File: config.mk
export PLATFORM = sky130hd
export DESIGN_NAME = demux_1x8_sched
export DESIGN_NICKNAME = d
export VERILOG_FILES = /design/src/rtl/demux_1x8_sched.sv
export SDC_FILE = /design/constraint.sdc
export NUM_CORES = 1
export LEC_CHECK = 0
export CAP_MARGIN = 40
export CORE_MARGIN = 4
export CORE_UTILIZATION = 35
export CTS_CLUSTER_SIZE = 20
export DETAILED_ROUTE_END_ITERATION = 10
export DONT_BUFFER_PORTS = 1
export PLACE_DENSITY = 0.57
export SYNTH_ARGS = -nofsm -noshare
export SYNTH_HDL_FRONTEND = slang
export SYNTH_SLANG_ARGS = --single-unit
File: constraint.sdc
create_clock -name clk -period 2.1 [get_ports clk]
set_input_delay 0.42 -clock clk [delete_from_list [all_inputs] [get_ports clk]]
set_output_delay 0.42 -clock clk [all_outputs]
set_load 0.005 [all_outputs]
File: src/rtl/demux_1x8_sched.sv
// demux_1x8_sched: one-word-deep 1-to-8 demultiplexer with round-robin
// channel scheduling. An accepted upstream word is held in out_data and
// presented on exactly one channel (one-hot out_valid) until that channel's
// out_ready completes the transfer.
//
// Ports
//   clk, rst_n          clock, asynchronous active-low reset
//   in_data, in_valid   upstream payload and valid
//   in_ready            upstream ready (combinational: depends on out_ready[sel])
//   out_data            held payload shared by all channels
//   out_valid[7:0]      one-hot per-channel valid
//   out_ready[7:0]      per-channel ready
//   sel[2:0]            currently targeted channel (demux tree select)
//   busy                a word is held
//   xfer_cnt            completed downstream transfers, wraps
//   chan_en[7:0]        channel eligibility mask (only with DEMUX_SCHED_MASK_EN)
//
// Build option: define DEMUX_SCHED_MASK_EN to add chan_en masking; otherwise
// all eight channels are always eligible.

module demux_1x8_sched #(
    parameter int unsigned DATA_W = 8,
    parameter int unsigned CNT_W  = 16
) (
    input  logic              clk,
    input  logic              rst_n,
    input  logic [DATA_W-1:0] in_data,
    input  logic              in_valid,
    output logic              in_ready,
    output logic [DATA_W-1:0] out_data,
    output logic [7:0]        out_valid,
    input  logic [7:0]        out_ready,
    output logic [2:0]        sel,
    output logic              busy,
    output logic [CNT_W-1:0]  xfer_cnt
`ifdef DEMUX_SCHED_MASK_EN
    ,
    input  logic [7:0]        chan_en
`endif
);

    localparam int unsigned N_CH = 8;

    typedef enum logic {
        IDLE = 1'b0,
        HOLD = 1'b1
    } state_t;

    state_t            state;
    logic [2:0]        rr_ptr;
    logic [N_CH-1:0]   elig;
    logic              any_elig;
    logic              done;
    logic              accept;
    logic [2:0]        base;
    logic [2:0]        target;
    logic              found;

`ifdef DEMUX_SCHED_MASK_EN
    assign elig = chan_en;
`else
    assign elig = '1;
`endif

    assign any_elig = |elig;
    assign busy     = (state == HOLD);

    // Held word leaves when its latched channel is ready, regardless of chan_en.
    assign done = (state == HOLD) && out_ready[sel];

    // Gated by rst_n so in_ready drops immediately while reset is asserted.
    assign in_ready = rst_n && any_elig && ((state == IDLE) || out_ready[sel]);
    assign accept   = in_valid && in_ready;

    // On a back-to-back transfer the search starts after the departing channel.
    assign base = done ? (sel + 3'd1) : rr_ptr;

    // First eligible channel found searching circularly upward from base.
    always_comb begin
        target = base;
        found  = 1'b0;
        for (int i = 0; i < int'(N_CH); i++) begin
            if (!found && elig[base + 3'(i)]) begin
                target = base + 3'(i);
                found  = 1'b1;
            end
        end
    end

    // State, held word and scheduling bookkeeping.
    always_ff @(posedge clk or negedge rst_n) begin
        if (!rst_n) begin
            state     <= IDLE;
            out_data  <= '0;
            out_valid <= '0;
            sel       <= '0;
            rr_ptr    <= '0;
            xfer_cnt  <= '0;
        end else begin
            if (done) begin
                rr_ptr   <= sel + 3'd1;
                xfer_cnt <= xfer_cnt + CNT_W'(1);
            end
            if (accept) begin
                state     <= HOLD;
                out_data  <= in_data;
                sel       <= target;
                out_valid <= 8'(1) << target;
            end else if (done) begin
                state     <= IDLE;
                out_valid <= '0;
            end
        end
    end

endmodule

# --- After elaboration in Yosys (flattened, before gate mapping) ---
# Memories as Yosys holds them, arrays and structs flattened.
# Index checks and enable logic that the tools add are counted.
# Widths: inputs -> output; s select.
classes:
  n_reduce_logical: 19
  shift: 1
  n_lt_le_gt_ge: 9
  muxes: 29
  addsub: 9
  n_bitwise: 1
op_table:
  columns: ["operator", "n"]
  rows:
  - ["$lt 3x4->1 const B", 9]
  - ["$mux 3", 8]
  - ["$mux 1", 18]
  - ["$add 16x1->16 const B", 1]
  - ["$mux 8", 2]
  - ["$add 3x3->3 const B", 4]
  - ["$logic_and 1x1->1", 10]
  - ["$shl 1x3->8 const A", 1]
  - ["$logic_not 1->1", 7]
  - ["$add 3x1->3 const B", 2]
  - ["$add 3x2->3 const B", 2]
  - ["$bmux 1 s3", 1]
  - ["$reduce_bool 2->1", 1]
  - ["$logic_or 1x1->1", 1]
  - ["$not 1->1", 1]
totals:
  rom_bits: 64
  word_cells: 82
  out_inout_bits: 37
  mem_count: 8
  inputBits: 19
  regBits: 39
mem_list:
  columns: ["memory", "words", "word_bits", "rd", "rd_clocked_by_memory_dff", "wr", "line", "rtl"]
  rows:
  - ["(no name shown)", 8, 1, 1, 0, 0, "83", "if (!found && elig[base + 3'(i)]) begin"]
  - ["(no name shown)", 8, 1, 1, 0, 0, "83", null]
  - ["(no name shown)", 8, 1, 1, 0, 0, "83", null]
  - ["(no name shown)", 8, 1, 1, 0, 0, "83", null]
  - ["(no name shown)", 8, 1, 1, 0, 0, "83", null]
  - ["(no name shown)", 8, 1, 1, 0, 0, "83", null]
  - ["+2 memories", null, null, null, null, null, null, null]

# --- Logic depth before layout (Yosys ltp) ---
depth:
  depth_word: 30
  depth_mapped: 6
  mapped_depth_nobuf: 6

# --- Worst setup path after synthesis ---
# OpenSTA, ideal clock, no wires.
synth_timing:
  path_type: "register -> register"
  from: "register sel[0]"
  to: "register out_valid[5]"
  slack_ns: -0.013
  setup_time_ns: 0.122
  period_less_slack_ns: 2.113
  path_buffers: 0
  arrival_time_ns: 1.991
  stages_incl_launch_ff: 7
  t_required_ns: 1.978
  path_cell_list: "dfrtp_1 > mux2_2 > o22ai_2 > nor3_1 > mux2i_1 > inv_1 > a32o_1"
synth_between:
  elab_chain_cells: 30
  word_cells_on_any_way: 62
  cone_classes: "8 x add/sub; 1 x shift; 26 x mux; 19 x reduce/logical; 8 x memory"
synth_rtl:
  columns: ["element", "line", "rtl"]
  rows:
  - ["start, declared", "33", "output logic [2:0] sel,"]
  - ["start signal, assigned", "107", "sel <= target;"]
  - ["$bmux 1 s3", "69", "assign done = (state == HOLD) && out_ready[sel];"]
  - ["$mux 1 (not written as such)", "69", null]
  - ["$logic_and 1x1->1", "69", null]
  - ["$mux 3 *", null, null]
  - ["net base[0]", "55", "logic [2:0] base;"]
  - ["branches (longest 23 deep; another with $add 3x1->3)", null, null]
  - ["$mux 3 *", "83", null]
  - ["$shl 1x3->8 *", "108", "out_valid <= 8'(1) << target;"]
  - ["$mux 8 *", "104", "if (accept) begin"]
  - ["end signal, assigned", "108", null]
  - ["end, declared", "31", "output logic [7:0] out_valid,"]
# Mark *: on every way through the listed nets, which the timed path passes. The select of a mux whose other input is x is not followed.
# A chain may end at the register's enable or synchronous reset.

# --- Worst setup path after layout ---
layout_timing:
  from: "register sel[0]"
  to: "register out_valid[3]"
layout_between:
  elab_chain_cells: 30
  word_cells_on_any_way: 62
  cone_classes: "8 x add/sub; 1 x shift; 26 x mux; 19 x reduce/logical; 8 x memory"
layout_rtl:
  columns: ["element"]
  rows:
  - ["branches (longest 30 deep; another with $add 3x1->3)"]
# Several ways; the timed one is not identified. The select of a mux whose other input is x is not followed.

==> metrics.md <==
| Metric | Value |
|---|---|
| Status | finished with violations |
| Violated checks | setup timing |
| Unrepaired setup endpoints after global routing | yes |
| Fmax | between 400 and 500 MHz |
| DIE WIDTH | between 70 and 80 um |
| Worst EP required | about 2300 ps |
| Placer congestion estimate | 0.7515 |
| Number of global-route vias before repair | about 1,400 |
| Max-cap violation count | 0 |
| Ys flop type | dfrtp_1 |
| EDFF count, synth | 0 |
| Tcrit/Tclk final | 100.1% |
| Grt total ovfl | 0 |
| CP Launch Type | register |
| Final HPWL DP | 2954 um |
| Sw frac | 36.50% |
| Initial DRC count | between 70 and 80 |
| Maximum VDD drop | 581.0 uV |
| Worst slew margin | between 70% and 80% |
| Die H | approximately 79 um |
| Biggest area consumer among synthesized cells | dfrtp_1 |
| CTS max path bufs | 2 |
| Power Total | 2.932 mW |
| Vias per cell | approximately 5.3 |
| CP Buf/Inv Count | 0 |
| I/O Buffers | 0 |
| Router iterations before antenna repair | 4 |
| Comb power frac | between 30 and 40% |
| Antenna cells | 0 |
| Final nets | around 180 |
| Synthesized cell area | ~0.0018 mm2 |
| Syn Inst Count | 143 |
| Sink Count | 39 |
| CTS tree | yes |
| Synth cell count leaders | dfrtp_1, mux2_2, inv_1 |
| CTS H-tree depth | 2 |
| Post-synth top area share | about 55% |
| Slew @ Worst Pin | about 400 ps |
| CP peak stage delay | around 470 ps |
| Dominant cells by area after synthesis | dfrtp_1, mux2_2, a32o_1, xnor2_1, xor2_1 |
| Worst hold path type | in -> reg |
| Data arrival time at the worst-slack endpoint | between 2000 and 2500 ps |
| Final Setup Violations | 1 |
| Clock period minus final worst setup slack | between 2000 and 2500 ps |
| Row Count | 25 |
| DR vias | 1,229 |
| Critical-path cell list | mux2_4 -> o22a_4 -> a31o_2 -> a2111oi_4 -> a32o_1 |
| First-pass GRT wire length | ~6800 um |
| Family with the most delay on the worst path | compound AO/OA/AOI/OAI gates |
| Register bit total from synthesis | 39 |
| Fin. max-slew vios | 0 |
| Area Overhead vs Synth | 20.38% |
| Crit Path Category | reg -> reg |
| Drt wl/cell | roughly 17 um |
| Clock-pin slew on the worst setup and hold paths | 70 ps |
| Fraction of registers with async set or reset after synthesis | 100.0% |
| Post-route setup slack | -1.201 ps |
| Die ar. | ~0.0063 mm2 |
| P_leak | a little under 1 nW |
| Clk pwr share | 18.4% |
| Clk_skew | 6.355 ps |
| Max FO, Critical Path | 6 |
| Core box area | between 0.004 and 0.005 mm2 |
| Share of cells above drive strength 1 | a little under a third |
| Largest net degree at the start of global routing | 40 |
| Slowest cell on the critical path | dfrtp_2 |
| Distinct cells, synth | 33 |
| Sw power | about 1.1 mW |
| Post-synthesis sequential area ratio | 54.62% |
| Int Pwr | approximately 1.9 mW |
| Root buf cell | clkbuf_8 |
| Util after Layout | approximately 44% |
| Initial antenna violation count | 0 |
| GRT Util Overall | 13.72% |
| Most common cell in the netlist | dfrtp_1 |
| Yosys warning total | 0 |
| Clock Latency Late Sink | 280 ps |
| Register share of total power | roughly two fifths |
| Routed WL | around 4000 um |
| Final Hold Vio Count | 0 |
| Crit end category | register |
| Num CTS Buffers | 5 |
| PwrDens | roughly 1400 mW/mm2 |
| # DRC | 0 |
| Post-synthesis average cell area | 12.49 um2 |
| Syn_nets | ~160 |
| Starting Density | a little under two fifths |
| Num ports | 56 |
| Antenna Violating Nets Remaining | 0 |
[worst reg2reg max path, stage by stage, from the launching register on]
cell and delay, ps:
dfrtp_2 470, mux2_4 340, o22a_4 260, a31o_2 270, a2111oi_4 470, a32o_1 240
[routing by layer]
| metal | track usage (%) | vias to the layer above | part of all wire (%) |
|---|---|---|---|
| li1 | - | 562 | - |
| met1 | 15.51 | 621 | 41 |
| met2 | 23.29 | 41 | 49 |
| met3 | 5.643 | 5 | 8.4 |
| met4 | 4.639 | 0 | 1.3 |
| met5 | 0 | - | 0 |
[power groups by stage]
stage / sequential, mW / combinational, mW / clock, mW
floorplan: 1.17 / 0.715 / 0
finish: 1.23 / 1.16 / 0.541
global placement: 1.22 / 0.984 / 0
CTS: 1.23 / 1.14 / 0.563
global route: 1.26 / 1.26 / 0.609
detailed placement: 1.24 / 1.02 / 0
[final cells by class]
| class | count | area, um2 |
|---|---|---|
| sequential | 39 | 979.7 |
| tap | 67 | 83.83 |
| timing repair buffer | 15 | 127.6 |
| multi-input combinational | 92 | 825.8 |
| fill | 458 | 2698 |
| clock buffer | 8 | 100.1 |
| inverter | 9 | 33.78 |
[state kept, by name, summed over array words and instances, names as in the netlist]
register / cells
xfer_cnt: 16
rr_ptr: 3
busy: 1
sel: 3
out_valid: 8
out_data: 8
[logic make-up (layout without fill, tap and decap cells)]
family,after synthesis,after routing,share of synthesized area [%]
simple gates,37,37,11.70
flops,39,39,54.62
fa+ha+maj,2,2,1.400
buf+inv,12,32,2.661
xor+xnor,16,16,7.843
compound gates,20,20,11.27
mux,17,17,10.50
[final timing paths]
kind                                     startpoint                  endpoint  slack [ps]  depth (start not counted)
setup / recovery                 sel[0]$_DFFE_PN0P_  out_valid[3]$_DFFE_PN0P_          -1                          5
hold / removal                           in_data[4]   out_data[4]$_DFFE_PN0P_         290                          1
setup reg to reg                 sel[0]$_DFFE_PN0P_  out_valid[3]$_DFFE_PN0P_          -1                          5
hold reg to reg            xfer_cnt[15]$_DFFE_PN0P_  xfer_cnt[15]$_DFFE_PN0P_         510                          1
max in group asynchronous                     rst_n        sel[1]$_DFFE_PN0P_        1310                          2
min in group asynchronous                     rst_n  out_valid[2]$_DFFE_PN0P_         590                          2
[layout by cell type, fill, tap and decap left out, types with 3 or more instances in the layout]
cell,instances
mux2_2,10
inv_1,9
a32o_1,8
dfrtp_2,3
clkbuf_8,7
nor2_1,4
xor2_1,8
nand4_1,8
xnor2_1,8
dfrtp_1,36
nand3_1,4
mux2i_1,3
nor3_1,3
mux2_4,4
buf_4,13
nand2_1,7
[stage by stage]
stage	setup WS [ps]	hold slack [ps]	setup TNS (ps)	instance area, um2	instances
floorplan	14.82	124.4	0	1792	143
finish	-1.201	286.6	-1.201	2151	230
detailed placement	-57.76	125.7	-478.3	1952	219
global route	-35.74	267.6	-103.2	2151	230
CTS	5.425	273.9	0	2141	230
global placement	4.383	125.7	0	1952	219
[repair_timing]
| action | 4_1_cts | 5_1_grt |
|---|---|---|
| setup buffers | 1 | 0 |
| endpoints found under the hold margin | 39 | 0 |
| pin swaps | 6 | 1 |
| setup endpoints to repair | 17 | 7 |
| resized for setup | 12 | 2 |
| hold buffers | 2 | 0 |
(Power assumes the default switching activity.)
